[config.mk]
export PLATFORM = sky130hd
export DESIGN_NAME = tick_counter_bank
export DESIGN_NICKNAME = d
export VERILOG_FILES = /design/src/rtl/tick_counter_bank_pkg.sv /design/src/rtl/tick_channel.sv /design/src/rtl/tick_counter_bank.sv
export SDC_FILE = /design/constraint.sdc
export NUM_CORES = 1
export LEC_CHECK = 0
export CORE_ASPECT_RATIO = 0.7
export CORE_MARGIN = 1
export CORE_UTILIZATION = 33
export DETAILED_ROUTE_END_ITERATION = 10
export PLACE_DENSITY_LB_ADDON = 0.3
export SYNTH_ARGS = -nofsm -noshare
export SYNTH_HDL_FRONTEND = slang
export SYNTH_SLANG_ARGS = --single-unit
[constraint.sdc]
create_clock -name clk -period 2.3 [get_ports clk]
set_clock_uncertainty 0.15 [all_clocks]
set_input_delay 0.46 -clock clk [delete_from_list [all_inputs] [get_ports clk]]
set_output_delay 0.46 -clock clk [all_outputs]
set_load 0.05 [all_outputs]
[src/rtl/tick_counter_bank_pkg.sv]
// Shared constants and helpers for the tick counter bank.
package tick_bank_pkg;

  localparam logic DIR_UP   = 1'b0;
  localparam logic DIR_DOWN = 1'b1;

  // Channel-select width: clog2 with a floor of one bit.
  function automatic int sel_w(input int n);
    return (n > 1) ? $clog2(n) : 1;
  endfunction

endpackage

[src/rtl/tick_channel.sv]
// One channel: programmable prescaler producing a tick enable that steps an up/down counter.
module tick_channel
  import tick_bank_pkg::*;
#(
  parameter int                    PRESCALE_W  = 24,
  parameter int                    OUT_W       = 4,
  parameter logic [PRESCALE_W-1:0] DEFAULT_DIV = '1
) (
  input  logic                  clk,
  input  logic                  rst,
  input  logic                  en_i,
  input  logic                  clr_i,
  input  logic                  dir_i,
  input  logic                  load_i,
  input  logic [PRESCALE_W-1:0] load_val_i,
  output logic                  tick_o,
  output logic                  wrap_o,
  output logic [OUT_W-1:0]      cnt_o,
  output logic                  at_wrap_o
);

  logic [PRESCALE_W-1:0] pre_q, pre_d, div_q, div_d;
  logic [OUT_W-1:0]      cnt_q, cnt_d;
  logic                  tick_q, tick_d, wrap_q, wrap_d;

  assign at_wrap_o = en_i & (pre_q == div_q);

  always_comb begin
    pre_d  = pre_q;
    cnt_d  = cnt_q;
    div_d  = load_i ? load_val_i : div_q;
    tick_d = 1'b0;
    wrap_d = 1'b0;
    if (clr_i) begin
      pre_d = '0;
      cnt_d = '0;
    end else if (en_i) begin
      if (pre_q == div_q) begin
        pre_d  = '0;
        tick_d = 1'b1;
        if (dir_i == DIR_UP) begin
          cnt_d  = cnt_q + 1'b1;
          wrap_d = &cnt_q;
        end else begin
          cnt_d  = cnt_q - 1'b1;
          wrap_d = (cnt_q == '0);
        end
      end else begin
        pre_d = pre_q + 1'b1;
      end
    end
    // A new divide value always restarts the period from zero.
    if (load_i) pre_d = '0;
  end

  always_ff @(posedge clk or negedge rst) begin
    if (!rst) begin
      pre_q  <= '0;
      div_q  <= DEFAULT_DIV;
      cnt_q  <= '0;
      tick_q <= 1'b0;
      wrap_q <= 1'b0;
    end else begin
      pre_q  <= pre_d;
      div_q  <= div_d;
      cnt_q  <= cnt_d;
      tick_q <= tick_d;
      wrap_q <= wrap_d;
    end
  end

  assign tick_o = tick_q;
  assign wrap_o = wrap_q;
  assign cnt_o  = cnt_q;

endmodule

[src/rtl/tick_counter_bank.sv]
// Bank of tick channels with a single-slot divide-value config port applied at channel wrap points.
module tick_counter_bank
  import tick_bank_pkg::*;
#(
  parameter int          NUM_CH      = 2,
  parameter int          PRESCALE_W  = 24,
  parameter int          OUT_W       = 4,
  parameter int unsigned DEFAULT_DIV = 2**PRESCALE_W - 1
) (
  input  logic                      clk,
  input  logic                      rst,
  input  logic [NUM_CH-1:0]         en,
  input  logic [NUM_CH-1:0]         clr,
  input  logic [NUM_CH-1:0]         dir,
  input  logic                      cfg_valid,
  output logic                      cfg_ready,
  input  logic [sel_w(NUM_CH)-1:0]  cfg_ch,
  input  logic [PRESCALE_W-1:0]     cfg_div,
  output logic [NUM_CH-1:0]         tick_o,
  output logic [NUM_CH-1:0]         wrap_o,
  output logic [NUM_CH*OUT_W-1:0]   cnt_o
);

  localparam int                    CH_W     = sel_w(NUM_CH);
  localparam logic [PRESCALE_W-1:0] DIV_RST  = PRESCALE_W'(DEFAULT_DIV);
  localparam logic [CH_W:0]         NUM_CH_L = (CH_W+1)'(NUM_CH);

  typedef struct packed {
    logic [CH_W-1:0]       ch;
    logic [PRESCALE_W-1:0] div;
  } cfg_req_t;

  logic              pend_vld_q, pend_vld_d;
  cfg_req_t          pend_q, pend_d;
  logic [NUM_CH-1:0] load, at_wrap;
  logic              pend_oor;

  // Ready is purely the slot state, so it never depends on cfg_valid.
  assign cfg_ready = ~pend_vld_q;
  assign pend_oor  = pend_vld_q & ({1'b0, pend_q.ch} >= NUM_CH_L);

  for (genvar c = 0; c < NUM_CH; c++) begin : g_ch
    assign load[c] = pend_vld_q & (pend_q.ch == CH_W'(c)) & (at_wrap[c] | clr[c] | ~en[c]);

    tick_channel #(
      .PRESCALE_W (PRESCALE_W),
      .OUT_W      (OUT_W),
      .DEFAULT_DIV(DIV_RST)
    ) u_ch (
      .clk       (clk),
      .rst       (rst),
      .en_i      (en[c]),
      .clr_i     (clr[c]),
      .dir_i     (dir[c]),
      .load_i    (load[c]),
      .load_val_i(pend_q.div),
      .tick_o    (tick_o[c]),
      .wrap_o    (wrap_o[c]),
      .cnt_o     (cnt_o[c*OUT_W +: OUT_W]),
      .at_wrap_o (at_wrap[c])
    );
  end

  always_comb begin
    pend_vld_d = pend_vld_q;
    pend_d     = pend_q;
    if (cfg_valid && cfg_ready) begin
      pend_vld_d = 1'b1;
      pend_d     = '{ch: cfg_ch, div: cfg_div};
    end else if ((|load) || pend_oor) begin
      pend_vld_d = 1'b0;
    end
  end

  always_ff @(posedge clk or negedge rst) begin
    if (!rst) begin
      pend_vld_q <= 1'b0;
      pend_q     <= '0;
    end else begin
      pend_vld_q <= pend_vld_d;
      pend_q     <= pend_d;
    end
  end

endmodule

======== Word-level counts from Yosys, hierarchy flattened ========
Cells that the tools add are included.
cells by class
  equality and inequality tests ........... 2
  $add $sub $neg .......................... 6
  bitwise operators ....................... 14
  reductions and logical operators ........ 15
  muxes and demuxes ....................... 32
operators by type and width
  kind                   number
  $mux 24                8
  $add 24x1->24 const B  2
  $eq 24x24->1           2
  $mux 4                 8
  $mux 1                 16
  $reduce_bool 2->1      5
  $add 4x1->4 const B    2
  $logic_not 4->1        2
  $reduce_and 4->1       2
  $sub 4x1->4 const B    2
  $and 1x1->1            6
  $reduce_bool 3->1      2
  $not 1->1              4
  $or 1x1->1             4
  $reduce_and 2->1       2
  $reduce_or 2->1        1
  $logic_and 1x1->1      1
storage, ports and cells
  bits of input ports ..................... 34
  register bits ........................... 134
  word-level logic and storage cells ...... 82
  output and inout bits ................... 13

======== Depth between registers and ports, before layout ========
  word-level depth ........................ 8
  depth in mapped cells ................... 8

======== By module ========
A second synthesis with hierarchy kept.
unflattened totals
  cells, all modules ...................... 576
  area total of the unflattened synthesis .. 6,722.7 µm²
modules (own cells, without submodules)
  module                        area each (µm²)  cells each  times used  seq. area each (µm²)
  tick_channel at g_ch[1].u_ch  2,808.9          254         1           1,381.3
  tick_channel at g_ch[0].u_ch  2,806.4          257         1           1,381.3
  tick_counter_bank             1,107.3          65          1           650.6

======== Worst setup path after synthesis ========
Ideal clock, no wire load.
  path kind ............................... reg2reg
  start ................................... reg g_ch[1].u_ch.div_q[15]
  end ..................................... reg g_ch[1].u_ch.div_q[10]
  stages on the path, launching flop included .. 8
  data required time ...................... 2,068 ps
  path slack .............................. 52 ps
  arrival ................................. 2,016 ps
  cells stage by stage .................... dfstp_2 xnor2_1 nand4_1 nor4_4 a21oi_2 nor2_4 buf_4 mux2_2
on the way
  word-level cells in the longest chain between the ends .. 5
ends and longest elaborated chain
  item                      line                     text
  start: declaration        tick_channel.sv:22       logic [PRESCALE_W-1:0] pre_q, pre_d, div_q, div_d;
  start signal: assignment  tick_channel.sv:65       div_q <= div_d;
  $eq 24x24->1              tick_channel.sv:26       assign at_wrap_o = en_i & (pre_q == div_q);
  $and 1x1->1               tick_channel.sv:26
  $or 1x1->1 (2 in series)  tick_counter_bank.sv:43  assign load[c] = pend_vld_q & (pend_q.ch == CH_W'(c)) & (at_wrap[c] | clr[c] | ~en[c]);
  $and 1x1->1               tick_counter_bank.sv:43
Every way passes these cells.
A chain may end at the register's enable or synchronous reset.

======== Worst setup path after layout ========
  start ................................... reg g_ch[0].u_ch.div_q[4]
  end ..................................... reg g_ch[0].u_ch.div_q[11]
on the way
  word-level cells in the longest chain between the ends .. 5
ends and longest elaborated chain
  item                      line
  start: declaration        tick_channel.sv:22
  start signal: assignment  tick_channel.sv:65
  $eq 24x24->1              tick_channel.sv:26
  $and 1x1->1               tick_channel.sv:26
  $or 1x1->1 (2 in series)  tick_counter_bank.sv:43
  $and 1x1->1               tick_counter_bank.sv:43
Every way passes these cells.

==> flow_metrics.py <==
metrics = {
    "run_status": {
        "run_status": "complete, but fails checks",
        "failed_checks": "negative setup slack",
    },
    "yosys": {
        "async_reset_ff_share_pct": 100.0,
        "yosys_warnings": 0,
        "syn_avg_cell_area_um2": 11.29,
        "netlist_area_um2": 6842,
        "ys_ff_latch": 134,
        "syn_inst": 606,
        "ys_seq_area_share_pct": 49.89,
        "ys.flop_type": "dfrtp_1",
        "synth_nets": 648,
        "synth-edff-count": 0,
        "ys_types": 56,
    },
    "setup_path": {
        "r2r_slack_ns": -0.04,
        "path_class": "flip-flop to flip-flop",
        "startpoint_type": "flip-flop",
        "crit_path_top_delay_cell": "dfstp_2",
        "cpPeakStageDelay_ns": 0.56,
        "crit_buf_inv": 1,
        "crit_family": "simple AND/OR/NAND/NOR gates",
        "cp_max_fo": 12,
        "cp-end-kind": "flip-flop",
        "rr_worst_depth": 7,
        "arrival_ns": 2.55,
        "crit_required_ns": 2.51,
        "r2r-end": "g_ch[0].u_ch.div_q[11]$_DFFE_PN1N_",
        "r2r_start": "g_ch[0].u_ch.div_q[4]$_DFFE_PN1N_",
        "crit_chain": "xnor2_2 > nand4_1 > nor4_4 > a21oi_2 > nor2_4 > buf_12 > mux2_2",
    },
    "global_routing": {
        "grt_usage_pct": 17.44,
        "antenna_found_initial": 0,
        "grt_max_degree": 40,
        "grt_pass1_vias": 5100,
        "grt_pass1_wl_um": 28160,
        "overflow": 0,
    },
    "clock_tree": {
        "cts_sinks": 134,
        "cts_tree": "yes",
        "worstSkewPairLatency_ns": 0.43,
        "clockRootBuffer": "clkbuf_16",
        "htreeDepth": 4,
        "clk_path_buf_depth": 2,
        "cts_buffers": 17,
        "path_clk_slew_ns": 0.06,
    },
    "sta": {
        "max_freq_ghz": 0.4277,
        "setup_slack_ns": -0.03813,
        "slew_headroom_pct": 41.93,
        "post-route-min-period_ns": 2.338,
        "finalCritPeriodShare_pct": 101.7,
        "worst_pin_slew_ns": 0.8679,
        "rsz0062_at_grt": "true",
        "finalSetupViolCount": 18,
        "drv_slew": 0,
        "hold_viol": 0,
    },
    "finish": {
        "fin_cells": 1002,
        "design_area_um2": 8932,
        "seqCellArea_um2": 3421,
        "layout.nets": 761,
        "syn2layout_area_growth_pct": 30.56,
        "multi_input_area_um2": 3362,
        "filler_cell_count": 1808,
        "drive_above_1_share_pct": 37.84,
        "fin_util_pct": 44.51,
        "antenna_cells": 0,
    },
    "floorplanning": {
        "ios": 47,
        "dieWidth_um": 174.1,
        "start_util_pct": 34.09,
        "row_count": 43,
        "die_area_um2": 21320,
        "coreArea_um2": 20070,
        "die_h_um": 122.5,
    },
    "placed_design": {
        "portBuffers": 46,
        "placed_cell_area_um2": 8018,
        "dp.cells": 959,
        "place.gp.congestion": 0.8975,
        "dp_hpwl_um": 12900,
    },
    "routing": {
        "ant_nets": 0,
        "first_pass_iters": 5,
        "viasPerCell": 5.089,
        "vias": 5099,
        "wirelength_um": 17670,
        "wl_per_cell_um": 17.64,
        "drt_drc_violations_left": 0,
        "drtIter0Drc": 456,
    },
    "run": {
        "maxCapViolations": 0,
    },
    "power_and_ir_drop": {
        "p_clk_share_pct": 29.6,
        "p_switching_uw": 2828,
        "p_total_uw": 9484,
        "comb_power_share_pct": 27.4,
        "sequentialPowerShare_pct": 43.0,
        "power_leakage_uw": 0.003618,
        "sw_frac_of_total_pct": 29.82,
        "internal_power_uw": 6657,
        "powerDensity_nw_per_um2": 1062,
        "ir_drop_v": 0.0007004,
    },
    "hold_path": {
        "worstHoldPathType": "flip-flop to flip-flop",
        "hold_start": "pend_q[2]$_DFFE_PN0P_",
        "whs_endpoint": "pend_q[2]$_DFFE_PN0P_",
        "hold_depth": 1,
    },
}
cell type report:
type	count	share of cell area (%)
tap	270	3.782
inverter	17	0.7144
timing repair buffer	125	12.80
multi-input combinational	424	37.64
sequential	134	38.30
clock inverter	14	1.961
clock buffer	18	4.805
cell families (layout without fill, tap and decap cells):
family	Yosys count	count (layout)	synth area share (%)
multiplexers	76	76	12.47
AND/OR/NAND/NOR	192	192	15.78
AO/OA/AOI/OAI	74	74	6.950
flip-flops	134	134	49.89
buffers and inverters	48	174	3.749
adder cells (fa/ha/maj)	8	8	1.683
XOR/XNOR	74	74	9.473
flip-flops by register name, summed over array words and instances (netlist names):
register          flops
pend_vld_q            1
g_ch.u_ch.pre_q      48
g_ch.u_ch.cnt_o       8
pend_q               25
g_ch.u_ch.div_q      48
g_ch.u_ch.wrap_o      2
g_ch.u_ch.tick_o      2
synth_stat cells (all sizes together) (2+ instances only):
cell type   n  share of area (%)
inv        17               0.93
or4         2               0.22
nor3       12                1.2
nor2b       6               0.55
nor4       14                1.7
a211oi      5               0.55
mux2       74                 12
ha          6                1.1
and2        2               0.20
o22ai       4               0.37
nand2b      6               0.55
and3       11                1.0
nor4b       2               0.26
o311ai      4               0.51
buf        14                1.4
clkbuf     17                1.4
a221o       3               0.44
a21oi      21                1.6
xnor2      61                7.8
nand3      22                1.8
dfstp      48                 18
or2         2               0.18
and4        5               0.64
a21o        3               0.33
o21ai      19                1.4
dfrtp      86                 31
a31oi       4               0.37
fa          2               0.59
nor2       33                2.0
mux2i       2               0.29
a22o        4               0.51
or3         2               0.18
nor3b       3               0.33
nand2      45                2.6
xor2       13                1.7
nand4      25                2.3
routing by layer:
layer,track usage [%],vias up,part of all wire (%)
met5,0,-,0
met1,26.70,2548,53
met4,6.524,0,1.4
li1,-,2391,-
met2,23.72,138,41
met3,3.625,22,4.7
layout by cell type (no fill, tap or decap), types with 4 or more instances in the layout:
cell	count
nand3_1	19
xor2_1	13
nor2_1	29
a22o_1	4
o22ai_1	4
nor4_1	12
a211oi_1	5
xnor2_1	51
buf_12	5
and3_1	9
nor2b_1	4
nor3_1	10
ha_1	6
nand4_1	25
inv_1	17
o311ai_0	4
dlygate4sd2_1	7
mux2_2	60
and4_1	5
mux2_4	14
nand2_1	40
dfrtp_1	80
dfrtp_2	6
nand2_2	4
clkdlybuf4s50_1	36
nand2b_1	4
clkbuf_16	18
clkinvlp_4	6
xnor2_2	10
a31oi_1	4
a21oi_1	19
o21ai_0	19
buf_4	71
dfstp_2	48
power by group through the flow:
| stage | clock network (uW) | logic [uW] | registers [uW] |
|---|---|---|---|
| 2_1_floorplan | 0 | 1720 | 3800 |
| 3_3_place_gp | 0 | 2240 | 4060 |
| 3_5_place_dp | 0 | 2300 | 4080 |
| 4_1_cts | 2860 | 2320 | 4050 |
| 5_1_grt | 2940 | 2790 | 4190 |
| 6_report | 2800 | 2600 | 4080 |
through the flow:
step,hold slack (ns),setup WS [ns],setup TNS (ns)
detailed placement,0.3458,-0.1585,-1.686
floorplan,0.01441,0.05165,0
finish,0.3866,-0.03813,-0.4404
global placement,0.3365,-0.1477,-1.408
global route,0.4073,-0.07668,-3.135
CTS,0.3902,0.0007401,0
timing repair:
action / in CTS / in global routing
cloned: 0 / 2
gates resized for setup: 13 / 42
setup buffers: 1 / 7
hold buffers: 1 / 0
setup endpoints to repair: 75 / 78
endpoints found under the hold margin: 22 / 0
pin swaps: 5 / 7
how the worst max path moves through the flow:
stage	start	endpoint	slack (ns)	depth (start not counted)
3_5_place_dp	clr[0]	g_ch[0].u_ch.pre_q[13]$_DFFE_PN0P_	-0.16	7
3_3_place_gp	dir[1]	g_ch[1].u_ch.cnt_o[3]$_DFFE_PN0P_	-0.15	8
5_1_grt	g_ch[1].u_ch.div_q[13]$_DFFE_PN1N_	g_ch[1].u_ch.div_q[22]$_DFFE_PN1N_	-0.08	7
4_1_cts	g_ch[0].u_ch.div_q[20]$_DFFE_PN1N_	g_ch[0].u_ch.pre_q[13]$_DFFE_PN0P_	0.0007	8
2_1_floorplan	g_ch[1].u_ch.div_q[15]$_DFFE_PN1N_	g_ch[1].u_ch.div_q[10]$_DFFE_PN1N_	0.05	7
6_report	g_ch[0].u_ch.div_q[4]$_DFFE_PN1N_	g_ch[0].u_ch.div_q[11]$_DFFE_PN1N_	-0.04	7
No activity file was read; power rests on OpenSTA's default activity.
